$ cat src/rtl/alu_uart_ctrl.sv
// ============================================================================
//  Module   : alu_uart_ctrl
//  Purpose  : Byte-stream command sequencer for an 8-operation ALU. Collects
//             operand A, operand B and an opcode from a UART receiver, drives
//             the ALU, captures result and flags, then returns a two-byte
//             response (result, then flags) through a UART transmitter.
//  Ports    :
//    i_clk        system clock, rising edge
//    i_rst_n      asynchronous active-low reset
//    i_rx_data    received byte
//    i_rx_valid   one-cycle pulse: i_rx_data valid
//    o_tx_data    byte to transmit (holds last value outside send states)
//    o_tx_start   one-cycle pulse: start transmitting o_tx_data
//    i_tx_done    one-cycle pulse: transmitter finished current byte
//    o_alu_a      ALU operand A
//    o_alu_b      ALU operand B
//    o_alu_op     ALU opcode
//    i_alu_res    ALU result
//    i_alu_carry  ALU carry
//    o_busy       high from opcode acceptance until the flags byte is sent
//    o_timeout    one-cycle pulse: partial frame aborted
//  Revision : 1.0 - initial release
// ============================================================================
`default_nettype none

module alu_uart_ctrl #(
  parameter int NB_DATA        = 8,
  parameter int NB_OP          = 6,
  parameter int TIMEOUT_CYCLES = 1000000
) (
  input  logic               i_clk,
  input  logic               i_rst_n,
  input  logic [NB_DATA-1:0] i_rx_data,
  input  logic               i_rx_valid,
  output logic [NB_DATA-1:0] o_tx_data,
  output logic               o_tx_start,
  input  logic               i_tx_done,
  output logic [NB_DATA-1:0] o_alu_a,
  output logic [NB_DATA-1:0] o_alu_b,
  output logic [NB_OP-1:0]   o_alu_op,
  input  logic [NB_DATA-1:0] i_alu_res,
  input  logic               i_alu_carry,
  output logic               o_busy,
  output logic               o_timeout
);

  localparam int CNT_W = $clog2(TIMEOUT_CYCLES);
  localparam logic [CNT_W-1:0] CNT_LAST = CNT_W'(TIMEOUT_CYCLES - 1);

  typedef enum logic [3:0] {
    WAIT_A   = 4'd0,
    WAIT_B   = 4'd1,
    WAIT_OP  = 4'd2,
    EXEC     = 4'd3,
    SEND_RES = 4'd4,
    WAIT_RES = 4'd5,
    SEND_FLG = 4'd6,
    WAIT_FLG = 4'd7
  } state_t;

  state_t             state;
  logic [NB_DATA-1:0] res_q;
  logic [NB_DATA-1:0] flg_q;
  logic [CNT_W-1:0]   cnt;
  logic               invalid_q;

  logic [CNT_W-1:0]   cnt_next;
  logic               expire;
  logic               op_ok;
  logic               res_zero;

  // Opcode byte is matched over its full width, so e.g. 0x60 does not alias 0x20.
  always_comb begin
    op_ok = 1'b0;
    case (i_rx_data)
      NB_DATA'(8'h20), NB_DATA'(8'h22), NB_DATA'(8'h24), NB_DATA'(8'h25),
      NB_DATA'(8'h26), NB_DATA'(8'h03), NB_DATA'(8'h02), NB_DATA'(8'h27):
        op_ok = 1'b1;
      default:
        op_ok = 1'b0;
    endcase
  end

  // The counter is 0 in the first waiting cycle after a byte; the frame is
  // abandoned in the cycle where the count would reach TIMEOUT_CYCLES-1, so
  // o_timeout appears TIMEOUT_CYCLES cycles after the last accepted byte.
  // A byte arriving in that very cycle takes priority.
  always_comb begin
    cnt_next = cnt + CNT_W'(1);
    expire   = ((state == WAIT_B) || (state == WAIT_OP)) &&
               !i_rx_valid && (cnt_next == CNT_LAST);
    res_zero = (i_alu_res == '0);
  end

  always_ff @(posedge i_clk or negedge i_rst_n) begin
    if (!i_rst_n) begin
      state      <= WAIT_A;
      o_alu_a    <= '0;
      o_alu_b    <= '0;
      o_alu_op   <= '0;
      o_tx_data  <= '0;
      o_tx_start <= 1'b0;
      o_busy     <= 1'b0;
      o_timeout  <= 1'b0;
      res_q      <= '0;
      flg_q      <= '0;
      cnt        <= '0;
      invalid_q  <= 1'b0;
    end else begin
      // Pulses and the counter fall back to idle unless a state overrides.
      o_tx_start <= 1'b0;
      o_timeout  <= 1'b0;
      cnt        <= '0;

      case (state)
        WAIT_A: begin
          if (i_rx_valid) begin
            o_alu_a <= i_rx_data;
            state   <= WAIT_B;
          end
        end

        WAIT_B: begin
          if (i_rx_valid) begin
            o_alu_b <= i_rx_data;
            state   <= WAIT_OP;
          end else if (expire) begin
            o_timeout <= 1'b1;
            state     <= WAIT_A;
          end else begin
            cnt <= cnt_next;
          end
        end

        WAIT_OP: begin
          if (i_rx_valid) begin
            if (op_ok) begin
              o_alu_op  <= i_rx_data[NB_OP-1:0];
              invalid_q <= 1'b0;
            end else begin
              invalid_q <= 1'b1;
            end
            o_busy <= 1'b1;
            state  <= EXEC;
          end else if (expire) begin
            o_timeout <= 1'b1;
            state     <= WAIT_A;
          end else begin
            cnt <= cnt_next;
          end
        end

        // Result is loaded straight into o_tx_data here so the start pulse
        // in SEND_RES already carries it.
        EXEC: begin
          if (invalid_q) begin
            res_q     <= '0;
            flg_q     <= {1'b1, {(NB_DATA-1){1'b0}}};
            o_tx_data <= '0;
          end else begin
            res_q     <= i_alu_res;
            flg_q     <= {1'b0, {(NB_DATA-3){1'b0}}, res_zero, i_alu_carry};
            o_tx_data <= i_alu_res;
          end
          o_tx_start <= 1'b1;
          state      <= SEND_RES;
        end

        SEND_RES: begin
          o_tx_data <= res_q;
          state     <= WAIT_RES;
        end

        WAIT_RES: begin
          if (i_tx_done) begin
            o_tx_data  <= flg_q;
            o_tx_start <= 1'b1;
            state      <= SEND_FLG;
          end
        end

        SEND_FLG: begin
          state <= WAIT_FLG;
        end

        WAIT_FLG: begin
          if (i_tx_done) begin
            o_busy <= 1'b0;
            state  <= WAIT_A;
          end
        end

        default: begin
          state <= WAIT_A;
        end
      endcase
    end
  end

endmodule

`default_nettype wire

$ cat config.mk
export PLATFORM = sky130hd
export DESIGN_NAME = alu_uart_ctrl
export DESIGN_NICKNAME = d
export VERILOG_FILES = /design/src/rtl/alu_uart_ctrl.sv
export SDC_FILE = /design/constraint.sdc
export NUM_CORES = 1
export LEC_CHECK = 0
export BUFFER_PORTS_ARGS = -buffer_cell sky130_fd_sc_hd__buf_2
export CORE_ASPECT_RATIO = 0.75
export CORE_UTILIZATION = 55
export CTS_CLUSTER_DIAMETER = 120
export DETAILED_ROUTE_END_ITERATION = 10
export PLACE_DENSITY = 0.78
export SLEW_MARGIN = 15
export SYNTH_ARGS = -nofsm -noshare
export SYNTH_HDL_FRONTEND = slang
export SYNTH_SLANG_ARGS = --single-unit
$ cat constraint.sdc
create_clock -name i_clk -period 5.52 [get_ports i_clk]
set_input_delay 0.828 -clock i_clk [delete_from_list [all_inputs] [get_ports i_clk]]
set_output_delay 0.828 -clock i_clk [all_outputs]
set_load 0.01 [all_outputs]
---- Word-level counts from Yosys, hierarchy flattened ----
Cells that the tools add are included.
storage, ports and cells
  bits of input ports ..................... 21
  word-level logic and storage cells ...... 74
  output and inout port bits .............. 33
  register bits after elaboration ......... 74
  bits in latches ......................... 0
  memories kept ........................... 0
  memory bits (writable) .................. 0
  memory bits (read-only) ................. 0
operators by class
  $add $sub $neg .......................... 1
  $mul .................................... 0
  muxes and demuxes ....................... 24
  bitwise gates (word level) .............. 0
  order comparisons ....................... 0
  reductions and logical operators ........ 17
  divide/modulo/power cells ............... 0
  equality and inequality tests ........... 20
  shifts and indexed selects .............. 0
operators with widths
  operator                 number
  $mux W20                 3
  $eq A8 B6 Y1 const B     6
  $pmux W4 S8              1
  $mux W4                  6
  $mux W8                  3
  $pmux W8 S3              1
  $add A20 B1 Y20 const B  1
  $eq A20 B20 Y1 const B   1
  $eq A4 B3 Y1 const B     4
  $eq A8 B2 Y1 const B     2
  $reduce_and A3 Y1        3
  $eq A4 B2 Y1 const B     2
  $logic_not A8 Y1         1
  $mux W1                  8
  $ne A2 B2 Y1 const B     4
  $reduce_and A2 Y1        4
  $reduce_or A8 Y1         1
  $eq A4 B1 Y1 const B     1
  $logic_not A4 Y1         1
  $pmux W1 S2              2
  $reduce_bool A3 Y1       1
  $logic_and A1 B1 Y1      2
  $reduce_bool A2 Y1       1
  $reduce_or A2 Y1         1
  other kinds (2)          2

---- Depth between registers and ports, before layout ----
  word-level depth ........................ 7
  gate-level depth with buffers ........... 8

---- Least setup slack after synthesis ----
OpenSTA, ideal clock, no wires.
  kind .................................... in2reg
  from .................................... input port i_rx_data[3]
  to ...................................... register o_alu_op[0]
  path buffers ............................ 0
  stages .................................. 3
  arrival time ............................ 2.254 ns
  setup slack ............................. 3.141 ns
  cells stage by stage .................... or4_1 > nor3_1 > mux2_2
on the way
  cells in the longest elaborated chain, start to end .. 4
ends and longest elaborated chain
  item                                                 RTL line  text
  start, declared                                      33        input logic [NB_DATA-1:0] i_rx_data,
  $eq A8 B6 Y1 / $eq A8 B2 Y1 (equally long branches)  75        case (i_rx_data)
  $reduce_or A8 Y1 (*)                                 75
  $mux W1 (*)                                          75
  $reduce_and A3 Y1 (no source line) (*)               n/a
  end signal, assigned                                 138       o_alu_op <= i_rx_data[NB_OP-1:0];
  end, declared                                        40        output logic [NB_OP-1:0] o_alu_op,
Mark *: on every way between the ends. The rest lies on a longest branch, timed or not.
A chain may end at the register's enable or synchronous reset.

---- Worst setup path in the final report ----
  from .................................... register cnt[0]
  to ...................................... register cnt[17]
on the way
  cells in the longest elaborated chain, start to end .. 6
ends and longest elaborated chain
  item                    RTL line  text
  start, declared         64        logic [CNT_W-1:0] cnt;
  start signal, assigned  131       cnt <= cnt_next;
  start signal, assigned  149       cnt <= cnt_next;
  $add A20 B1 Y20 (*)     89        cnt_next = cnt + CNT_W'(1);
  $eq A20 B20 Y1          91        !i_rx_valid && (cnt_next == CNT_LAST);
  $logic_and A1 B1 Y1     91
  $mux W20 (*)            127, 145
  $mux W20 (*)            136       if (i_rx_valid) begin
  $mux W20 (*)            n/a
Marks and branches as above.

==> run metrics <==
status finished clean; antenna cell count 0; die height 69.8 microns; Relative slew margins 42.3%; worst vdd ir 0.223 mV; type of the most critical hold path register to register; Hold Startpoint res_q[7]$_DFFE_PN0P_; CTS Buffer Depth 2; worst slew pin tran 866 ps; WL/cell 15.4 microns; Reg2Reg Depth 7; CTS tree done; die area 6460 sq um; layout cell share with drive strength beyond 1 29.9%; fin crit share 46.9%; number of synthesized register bits 69; total grt overflow 0; H-Tree Depth 3; Area Growth Syn to Fin 15.9%; pin count of the biggest net entering global routing 70; worst hold path depth 2; non-filler instance count after layout 462; synthesized instance count 327; critical path type register to register; Clock Latency Late Sink 340 ps; most frequent cell after synthesis dfrtp_1; DR vias/cell 5.58; RR Startpoint cnt[0]$_DFF_PN0_; RSZ-0062 raised after global routing no; Post-Route WL 7100 microns; PD cells 350 nW/um^2; post-CTS sizing 0; total clock buffers created by CTS 9; register area share after synthesis 51.1%; Post-DP HPWL 4970 microns; core area 5860 sq um; Post-Syn Nets 350; LEAKAGE 0.00175 uW; CP arrival 2790 ps; final worst path period need 2590 ps; ys async rst share 100%; gr usage total 24.9%; Worst R2R End cnt[17]$_DFF_PN0_; PortBufs 53; CP startpoint kind register; Post-synth EDFFs 0; # DRC 0; Final Hold Fails 0; Syn Area/Cell 10.3 sq um; nets@finish 402; vias in the first global route 2492; die width 92.5 microns; clock transition at the registers of the reported paths 80 ps; Yosys top cell by area dfrtp_1; ys flop type dfrtp_1; DRT iter0 DRCs 121; endpoints failing setup 0; initial antenna violation count 0; global-route wire length before repair 12300 microns; Rows 24; vias 2579; CP required 5720 ps; Yosys top cell area share 51.1%; post-placement cell count 446; CTS sink cnt 69; Post-CTS Setup Repair Bufs 0; CP Max Fanout 10; leading post-synthesis cells by cell area dfrtp_1 51%, mux2_2 8.0%, nand2_1 3.9%; hold-fix buffers at CTS 0; TNS Setup 0 ps; R2R setup slack 2930 ps; Yosys cell types 52; Routed Antenna Nets 0; First-pass DRT Iterations 4; f_max 386 MHz; Post-synth top cells 69 x dfrtp_1, 35 x nand2_1, 30 x nor2_1; Final Power 1370 uW; Synth Warn # 0; Slew Viols, Final 0; max-cap violations 0; Initial Util 57.6%; total I/O pin count 54; Worst Setup End Kind register; Worst Skew 8.19 ps; Syn Std Cell Area 3380 sq um; RePlAce Congestion 0.791; Root Buffer clkbuf_8; worst hold endpoint res_q[7]$_DFFE_PN0P_
-- power by group --
group | internal (uW) | total [uW] | switching, uW
logic | 120 | 252 | 132
clock network | 256 | 451 | 195
registers | 606 | 664 | 58.4
-- worst max-delay path, stage by stage, from the launching register on --
cell and delay, ps:
dfrtp_1 460, ha_1 290, nand3_2 210, nor4_1 390
xor2_1 320, o21ai_1 160, nor4_4 490, nor3_1 120
-- placed cells by master (no fill, tap or decap), drive strengths merged, types with 6 or more instances in the layout --
master / synthesis / routed
mux2: 24 / 24
a22oi: 7 / 7
nor4: 7 / 7
nor2b: 9 / 9
xnor2: 10 / 10
nand3: 15 / 15
xor2: 9 / 9
clkbuf: 10 / 9
nor3: 19 / 19
dfrtp: 69 / 69
a21oi: 20 / 20
o21ai: 14 / 14
buf: 3 / 54
nand4: 6 / 6
nand2: 36 / 36
nor2: 31 / 31
-- final cells by class --
type	count	area, sq um
fill	475	1940
sequential	69	1730
multi-input combinational	241	1580
timing repair buffer	54	273
clock buffer	9	124
clock inverter	7	98.8
tap	78	97.6
inverter	4	15.0
-- logic make-up (layout without fill, tap and decap cells) --
group / Yosys count / after routing / share of synthesized area, %
simple gates: 144 / 144 / 23.9
flops: 69 / 69 / 51.1
compound gates: 50 / 50 / 8.75
mux: 25 / 25 / 8.30
xor+xnor: 19 / 19 / 4.93
buf+inv: 17 / 74 / 2.15
fa+ha+maj: 2 / 2 / 0.741
other cells: 1 / 1 / 0.111
-- worst max-delay path by stage --
| stage | start | to | slack, ps | depth (start not counted) |
|---|---|---|---|---|
| after floorplan | i_rx_data[3] | o_alu_op[0]$_DFFE_PN0P_ | 3140 | 3 |
| after global placement | i_rx_data[3] | o_alu_op[5]$_DFFE_PN0P_ | 2870 | 4 |
| after detailed placement | i_rx_data[3] | o_alu_op[2]$_DFFE_PN0P_ | 2850 | 4 |
| after CTS | cnt[0]$_DFF_PN0_ | cnt[16]$_DFF_PN0_ | 2930 | 7 |
| after global routing | cnt[0]$_DFF_PN0_ | cnt[16]$_DFF_PN0_ | 2580 | 7 |
| final | cnt[0]$_DFF_PN0_ | cnt[17]$_DFF_PN0_ | 2930 | 7 |
-- registers in the layout (all words and copies together), names as in the netlist --
signal      cells
o_alu_b         8
cnt            20
o_timeout       1
invalid_q       1
o_busy          1
flg_q           3
o_alu_a         8
o_tx_data       8
state           4
o_tx_start      1
res_q           8
o_alu_op        6
-- metal layers --
| layer | GRT usage, % | wire length (microns) | share of wire, % |
|---|---|---|---|
| met5 | 0 | 0 | 0 |
| met4 | 7.29 | 71 | 1.0 |
| met3 | 5.92 | 309 | 4.4 |
| met2 | 36.1 | 3180 | 45 |
| met1 | 37.0 | 3550 | 50 |
-- metrics by stage --
step,hold WS [ps],instance area (sq um),worst slack [ps],util (%)
detailed placement,470,3690,2850,63.0
CTS,487,3910,2930,66.8
floorplan,444,3380,3140,-
global placement,459,3690,2870,63.0
finish,484,3910,2930,66.8
global route,519,3910,2580,66.8
No activity file was read; power rests on OpenSTA's default activity.
